[src/rtl/core_pkg.sv]
// Shared encodings for the memory-access path: access sizes and MEM-stage FSM states.
// The decode stage and the data memory model use the same definitions.
package core_pkg;

   localparam logic [1:0] MT_B = 2'b00;
   localparam logic [1:0] MT_H = 2'b01;
   localparam logic [1:0] MT_W = 2'b10;
   localparam logic [1:0] MT_D = 2'b11;

   typedef enum logic {
      ST_IDLE = 1'b0,
      ST_BUSY = 1'b1
   } mem_state_e;

   // Byte-lane mask of an access at lane 0.
   function automatic logic [7:0] size_mask(input logic [1:0] mem_type);
      case (mem_type)
         MT_B:    return 8'h01;
         MT_H:    return 8'h03;
         MT_W:    return 8'h0F;
         default: return 8'hFF;
      endcase
   endfunction

endpackage

[src/rtl/mem_stage_if.sv]
// Data-memory req/ack port between the MEM stage (master) and data memory (slave).
interface mem_stage_if;
   logic        dmem_req;
   logic        dmem_we;
   logic [63:0] dmem_addr;
   logic [63:0] dmem_wdata;
   logic [7:0]  dmem_wstrb;
   logic [63:0] dmem_rdata;
   logic        dmem_ack;

   modport master (
      output dmem_req, dmem_we, dmem_addr, dmem_wdata, dmem_wstrb,
      input  dmem_rdata, dmem_ack
   );

   modport slave (
      input  dmem_req, dmem_we, dmem_addr, dmem_wdata, dmem_wstrb,
      output dmem_rdata, dmem_ack
   );
endinterface

[src/rtl/load_align.sv]
// Extracts the addressed bytes from a 64-bit read beat and sign- or zero-extends them.
module load_align
   import core_pkg::*;
(
   input  logic [63:0] rdata,
   input  logic [2:0]  offset,
   input  logic [1:0]  mem_type,
   input  logic        is_unsigned,
   output logic [63:0] load_data
);

   logic [63:0] shifted;

   assign shifted = rdata >> {offset, 3'b000};

   // A double is only legal at offset 0, so the shifted beat equals the raw beat.
   always_comb begin
      load_data = shifted;
      case (mem_type)
         MT_B: load_data = {{56{~is_unsigned & shifted[7]}},  shifted[7:0]};
         MT_H: load_data = {{48{~is_unsigned & shifted[15]}}, shifted[15:0]};
         MT_W: load_data = {{32{~is_unsigned & shifted[31]}}, shifted[31:0]};
         default: load_data = shifted;
      endcase
   end

endmodule

[src/rtl/mem_stage.sv]
// Pipeline MEM stage: issues loads/stores on the req/ack port, stalls upstream while
// an access is outstanding (bounded by TIMEOUT), and registers results into MEM/WB.
//
// state   | meaning
// ST_IDLE | no access outstanding; zero-wait accesses complete here
// ST_BUSY | request held, counting wait cycles until ack or timeout
module mem_stage
   import core_pkg::*;
#(
   parameter int TIMEOUT = 16
) (
   input  logic        clk,
   input  logic        reset_n,
   input  logic        RegWriteM,
   input  logic        MemToRegM,
   input  logic        MemWriteM,
   input  logic        MemReadM,
   input  logic        Mem_ReadM,
   input  logic [1:0]  MemTypeM,
   input  logic [4:0]  RD_M,
   input  logic [63:0] ALU_ResultM,
   input  logic [63:0] WriteDataM,
   mem_stage_if.master dmem,
   output logic        stall_M,
   output logic        RegWriteW,
   output logic        MemToRegW,
   output logic [4:0]  RD_W,
   output logic [63:0] ALU_ResultW,
   output logic [63:0] ReadDataW,
   output logic        misalign_err,
   output logic        bus_err
);

   localparam logic [7:0] TIMEOUT_C = 8'(TIMEOUT);

   mem_state_e  state_q, state_d;
   logic [7:0]  wait_cnt_q, wait_cnt_d;
   logic        is_mem, misaligned, access, timed_out, done, req_c;
   logic [2:0]  offset;
   logic [63:0] load_data;

   assign is_mem = MemReadM | MemWriteM;
   assign offset = ALU_ResultM[2:0];

   always_comb begin
      misaligned = 1'b0;
      case (MemTypeM)
         MT_H:    misaligned = offset[0];
         MT_W:    misaligned = |offset[1:0];
         MT_D:    misaligned = |offset;
         default: misaligned = 1'b0;
      endcase
   end

   assign access = is_mem & ~misaligned;

   always_ff @(posedge clk or negedge reset_n) begin
      if (!reset_n) begin
         state_q    <= ST_IDLE;
         wait_cnt_q <= 8'd0;
      end else begin
         state_q    <= state_d;
         wait_cnt_q <= wait_cnt_d;
      end
   end

   // Ack wins over a timeout landing in the same cycle.
   always_comb begin
      state_d    = state_q;
      wait_cnt_d = wait_cnt_q;
      req_c      = access;
      timed_out  = 1'b0;
      case (state_q)
         ST_IDLE: begin
            if (access && !dmem.dmem_ack) begin
               state_d    = ST_BUSY;
               wait_cnt_d = 8'd1;
            end
         end
         ST_BUSY: begin
            req_c = 1'b1;
            if (dmem.dmem_ack) begin
               state_d    = ST_IDLE;
               wait_cnt_d = 8'd0;
            end else if (wait_cnt_q == TIMEOUT_C) begin
               state_d    = ST_IDLE;
               wait_cnt_d = 8'd0;
               timed_out  = 1'b1;
            end else begin
               wait_cnt_d = wait_cnt_q + 8'd1;
            end
         end
         default: begin
            state_d    = ST_IDLE;
            wait_cnt_d = 8'd0;
         end
      endcase
   end

   assign done    = dmem.dmem_ack | timed_out;
   assign stall_M = access & ~done;

   assign dmem.dmem_req   = req_c;
   assign dmem.dmem_we    = MemWriteM;
   assign dmem.dmem_addr  = {ALU_ResultM[63:3], 3'b000};
   assign dmem.dmem_wdata = WriteDataM << {offset, 3'b000};
   assign dmem.dmem_wstrb = MemWriteM ? (size_mask(MemTypeM) << offset) : 8'h00;

   load_align u_load_align (
      .rdata       (dmem.dmem_rdata),
      .offset      (offset),
      .mem_type    (MemTypeM),
      .is_unsigned (Mem_ReadM),
      .load_data   (load_data)
   );

   always_ff @(posedge clk or negedge reset_n) begin
      if (!reset_n) begin
         RegWriteW    <= 1'b0;
         MemToRegW    <= 1'b0;
         RD_W         <= 5'd0;
         ALU_ResultW  <= 64'd0;
         ReadDataW    <= 64'd0;
         misalign_err <= 1'b0;
         bus_err      <= 1'b0;
      end else if (stall_M) begin
         RegWriteW    <= 1'b0;
         misalign_err <= 1'b0;
         bus_err      <= 1'b0;
      end else begin
         RegWriteW    <= RegWriteM & ~(is_mem & misaligned) & ~timed_out;
         MemToRegW    <= MemToRegM;
         RD_W         <= RD_M;
         ALU_ResultW  <= ALU_ResultM;
         ReadDataW    <= load_data;
         misalign_err <= is_mem & misaligned;
         bus_err      <= timed_out;
      end
   end

endmodule

[src/flat_wrapper.sv]
// flat-port wrapper written by rule: the top's interface ports become plain ports
module mem_stage_flat import core_pkg::*;
#(
   parameter int TIMEOUT = 16
)
  (clk, reset_n, RegWriteM, MemToRegM, MemWriteM, MemReadM, Mem_ReadM, MemTypeM, RD_M, ALU_ResultM, WriteDataM, stall_M, RegWriteW, MemToRegW, RD_W, ALU_ResultW, ReadDataW, misalign_err, bus_err, dmem_dmem_req, dmem_dmem_we, dmem_dmem_addr, dmem_dmem_wdata, dmem_dmem_wstrb, dmem_dmem_rdata, dmem_dmem_ack);
  mem_stage_if dmem_i ();
  input  logic clk;
  input  logic reset_n;
  input  logic RegWriteM;
  input  logic MemToRegM;
  input  logic MemWriteM;
  input  logic MemReadM;
  input  logic Mem_ReadM;
  input  logic [1:0] MemTypeM;
  input  logic [4:0] RD_M;
  input  logic [63:0] ALU_ResultM;
  input  logic [63:0] WriteDataM;
  output logic stall_M;
  output logic RegWriteW;
  output logic MemToRegW;
  output logic [4:0] RD_W;
  output logic [63:0] ALU_ResultW;
  output logic [63:0] ReadDataW;
  output logic misalign_err;
  output logic bus_err;
  output wire logic [$bits(dmem_i.dmem_req)-1:0] dmem_dmem_req;
  output wire logic [$bits(dmem_i.dmem_we)-1:0] dmem_dmem_we;
  output wire logic [$bits(dmem_i.dmem_addr)-1:0] dmem_dmem_addr;
  output wire logic [$bits(dmem_i.dmem_wdata)-1:0] dmem_dmem_wdata;
  output wire logic [$bits(dmem_i.dmem_wstrb)-1:0] dmem_dmem_wstrb;
  input wire logic [$bits(dmem_i.dmem_rdata)-1:0] dmem_dmem_rdata;
  input wire logic [$bits(dmem_i.dmem_ack)-1:0] dmem_dmem_ack;
  assign dmem_dmem_req = dmem_i.dmem_req;
  assign dmem_dmem_we = dmem_i.dmem_we;
  assign dmem_dmem_addr = dmem_i.dmem_addr;
  assign dmem_dmem_wdata = dmem_i.dmem_wdata;
  assign dmem_dmem_wstrb = dmem_i.dmem_wstrb;
  assign dmem_i.dmem_rdata = dmem_dmem_rdata;
  assign dmem_i.dmem_ack = dmem_dmem_ack;
  mem_stage #(.TIMEOUT(TIMEOUT)) u_core (.clk(clk), .reset_n(reset_n), .RegWriteM(RegWriteM), .MemToRegM(MemToRegM), .MemWriteM(MemWriteM), .MemReadM(MemReadM), .Mem_ReadM(Mem_ReadM), .MemTypeM(MemTypeM), .RD_M(RD_M), .ALU_ResultM(ALU_ResultM), .WriteDataM(WriteDataM), .dmem(dmem_i), .stall_M(stall_M), .RegWriteW(RegWriteW), .MemToRegW(MemToRegW), .RD_W(RD_W), .ALU_ResultW(ALU_ResultW), .ReadDataW(ReadDataW), .misalign_err(misalign_err), .bus_err(bus_err));
endmodule
[config.mk]
export PLATFORM = sky130hd
export DESIGN_NAME = mem_stage_flat
export DESIGN_NICKNAME = d
export VERILOG_FILES = /design/src/rtl/core_pkg.sv /design/src/rtl/mem_stage_if.sv /design/src/rtl/load_align.sv /design/src/rtl/mem_stage.sv /design/src/flat_wrapper.sv
export SDC_FILE = /design/constraint.sdc
export NUM_CORES = 1
export LEC_CHECK = 0
export CORE_AREA = 2 2 186 188
export CTS_BUF_LIST = sky130_fd_sc_hd__clkbuf_4 sky130_fd_sc_hd__clkbuf_8
export CTS_CLUSTER_DIAMETER = 120
export DETAILED_ROUTE_END_ITERATION = 16
export DIE_AREA = 0 0 188 190
export DONT_BUFFER_PORTS = 1
export PLACE_DENSITY_LB_ADDON = 0.2
export SLEW_MARGIN = 20
export SYNTH_ARGS = -nofsm -noshare
export SYNTH_HDL_FRONTEND = slang
export SYNTH_SLANG_ARGS = --single-unit
[constraint.sdc]
create_clock -name clk -period 2.29 [get_ports clk]
set_input_delay 0.229 -clock clk [delete_from_list [all_inputs] [get_ports clk]]
set_output_delay 0.229 -clock clk [all_outputs]
set_load 0.01 [all_outputs]
==> impl_metrics.toml <==
[status]
status = "finished with violations"
violations = "hold timing"

[synth]
async_reset_ff_share_pct = 100
ys_ff_latch = 146
ys_types = 46
syn_inst = 1224
synthSimpleGateAreaFrac_pct = 23.1
synth_top_area_share_pct = 37.5
synthTopCellsByArea = "dfrtp_1, nand2_1, mux2i_1"
ys_seq_area_share_pct = 37.5
yosys.cell_count.top_type = "nand2_1"
synth_flop_cell = "dfrtp_1"
synth_common_cells = "nand2_1, nor2_1, dfrtp_1"
synthesis.area_sq_um = 9740
synth_top_family_by_area = "simple AND/OR/NAND/NOR gates"
avgSynthCellArea_sq_um = 7.95
synth_area_leader_cell = "dfrtp_1"
synth_compound_area_share_pct = 15.2
muxShareOfSynthArea_pct = 14.0
yosys_warnings = 0
synth_fa_ha_area_share_pct = 0.257
synth_edf_count = 0
synthXorXnorAreaFrac_pct = 0.270

[placement]
routabilityCongestion = 0.873
place_ws_ps = 12.6
io_buffers = 0
dp_hpwl_um = 28600

[worst_setup_path]
end_kind = "flip-flop"
worst_ep_arrival_time_ps = 2570
required_ps = 2660
worst-setup-path-type = "flip-flop to flip-flop"
r2r_end = "u_core.RegWriteW"
reg2reg_slack_ps = 100
rr_startpoint = "u_core.wait_cnt_q[0]"
worstPathMaxFanout = 5
critical_path.startpoint_type = "flip-flop"
worstRegToRegCells = 9

[timing]
period_needed_ps = 2190
setup_tns_ps = 0
period_share_pct = 95.8
hold_slack_ps = -560
finalSetupViolations = 0
relSlewSlack_pct = 33.0
finalHoldViolCount = 146
layout_setup_ws_ps = 96.7
max_slew.worst_pin.slew_ps = 1000
maxSlewViolCount = 0
skew_ps = 24.2
fmax_mhz = 456

[global_routing]
grt-ovfl-total = 0
grt_pass1_wl_um = 57800
antenna_found_initial = 5
first_global_vias = 8751
grt_usage_pct = 21.6
grt_max_degree = 164

[die]
die_w_um = 188
coreArea_sq_um = 33900
die-area_sq_um = 35700
num_rows = 68
floorplan.initialDensity_pct = 28.7
die_y_um = 190
num_io_pins = 483

[cells_and_area]
drive_above_1_share_pct = 9.53
final.fill_count = 3586
num-nets-final = 1413
syn2layout_area_growth_pct = 13.2
multi_input_area_sq_um = 5190
fin_util_pct = 32.5
seq_area_sq_um = 3650

[clocking]
cts_tree = "done"
clock_latency_ps = 480
cts_num_sinks = 146
cts_made_buffers = 17
cts_max_path_buffers = 2
cts-hold-fix-buffers = 87
clkTransAtPathRegs_ps = 110
ctsRootBufferMaster = "clkbuf_8"
cts_max_level = 4

[detailed_routing]
first_pass_iters = 4
drt_wl_total_um = 40100
postRouteAntennaNets = 0
routed_via_density = 5.25
drc = 0
wire_per_inst_um = 23.9
drt_iter0_drc = 483
routed-via-count = 8795

[pwr]
p_leak_nw = 4.98
power_mw = 6.79
power.density_nw_per_um2 = 616
ir_drop_mv = 0.278

[flow_run]
drv_cap = 0

[hold_path]
min_path_type = "input port to asynchronous set/reset pin"
==> critical path, stage by stage, from the launching register on <==
cell and delay (ps):
dfrtp_1 440, inv_1 100, ha_1 170, nor4b_4 230, nand3_2 140, buf_4 160
buf_4 140, nand2_1 50, a21boi_0 80, dlygate4sd3_1 580
==> power breakdown <==
group / total [mW] / internal, mW / switching, mW
clock network: 2.12 / 0.993 / 1.13
logic: 1.34 / 0.601 / 0.737
registers: 3.33 / 2.87 / 0.457
total: 6.79 / 4.46 / 2.33
==> how the worst max path moves through the flow <==
stage | startpoint | cells past startpoint | endpoint
finish | u_core.wait_cnt_q[0] | 9 | u_core.RegWriteW
global route | u_core.wait_cnt_q[0] | 9 | u_core.RegWriteW
CTS | u_core.wait_cnt_q[0] | 7 | stall_M
detailed placement | ALU_ResultM[1] | 5 | u_core.ReadDataW[21]
global placement | ALU_ResultM[1] | 5 | u_core.ReadDataW[22]
floorplan | ALU_ResultM[0] | 7 | dmem_dmem_wdata[56]
==> per-layer routing <==
layer / global-route usage [%] / part of all wire (%) / vias up
met2: 37.8 / 49 / 480
met5: 0 / 0 / -
met3: 6.35 / 8.0 / 87
li1: - / - / 4041
met4: 13.5 / 6.2 / 0
met1: 23.0 / 37 / 4187
==> sequential cells by signal, summed over array words and instances, names as in the netlist <==
register,cells
u_core.misalign_err,1
u_core.RegWriteW,1
u_core.bus_err,1
u_core.MemToRegW,1
u_core.ALU_ResultW,64
u_core.RD_W,5
u_core.wait_cnt_q,8
u_core.ReadDataW,64
u_core.state_q,1
==> final cells by class <==
| class | instances | share of cell area (%) |
|---|---|---|
| Antenna cell | 4 | 0.0908 |
| Clock buffer | 18 | 2.19 |
| Clock inverter | 14 | 1.40 |
| Inverter | 7 | 0.306 |
| Multi-Input combinational cell | 916 | 47.1 |
| Sequential cell | 146 | 33.1 |
| Tap cell | 455 | 5.16 |
| Timing Repair Buffer | 116 | 10.7 |
==> cells in the final DEF, fill, tap and decap left out, types with 3 or more instances in the layout <==
cell and n:
a32oi_1 4, a211oi_1 17, conb_1 3, diode_2 4
and3_1 10, buf_12 3, and2_1 16, buf_4 23
clkinvlp_4 3, mux4_2 8, dlygate4sd3_1 87, inv_6 4
nand2_1 302, nor3b_1 4, o22ai_1 12, a22o_1 3
a31oi_2 9, inv_1 5, mux2i_1 92, nor2_1 156
o21ai_0 51, clkbuf_8 17, o22a_1 7, mux2_2 23
nand2b_1 13, dfrtp_1 146, a31oi_1 30, a21oi_1 97
clkinv_4 3, nand3_1 17, a21o_1 3, nor2b_1 14
==> cell families (layout without fill, tap and decap cells) <==
family,after synthesis,in the layout
AO/OA/AOI/OAI,242,242
AND/OR/NAND/NOR,543,543
multiplexers,123,123
flip-flops,146,146
other,1,7
adder cells (fa/ha/maj),2,2
buffers and inverters,164,155
XOR/XNOR,3,3
==> per-stage QoR <==
step	area (sq um)	instances
2_1_floorplan	9740	1226
3_3_place_gp	9650	1547
3_5_place_dp	9650	1547
4_1_cts	11000	1669
5_1_grt	11000	1676
6_report	11000	1676
==> repair_timing <==
action                                 4_1_cts  5_1_grt
buffers inserted                             2        3
cloned                                       1        0
gates resized for setup                      3        4
endpoints found under the hold margin      236      146
pin swaps                                    0        2
setup endpoints to repair                    1       60
Note: power is estimated with default switching activity, not from simulation.
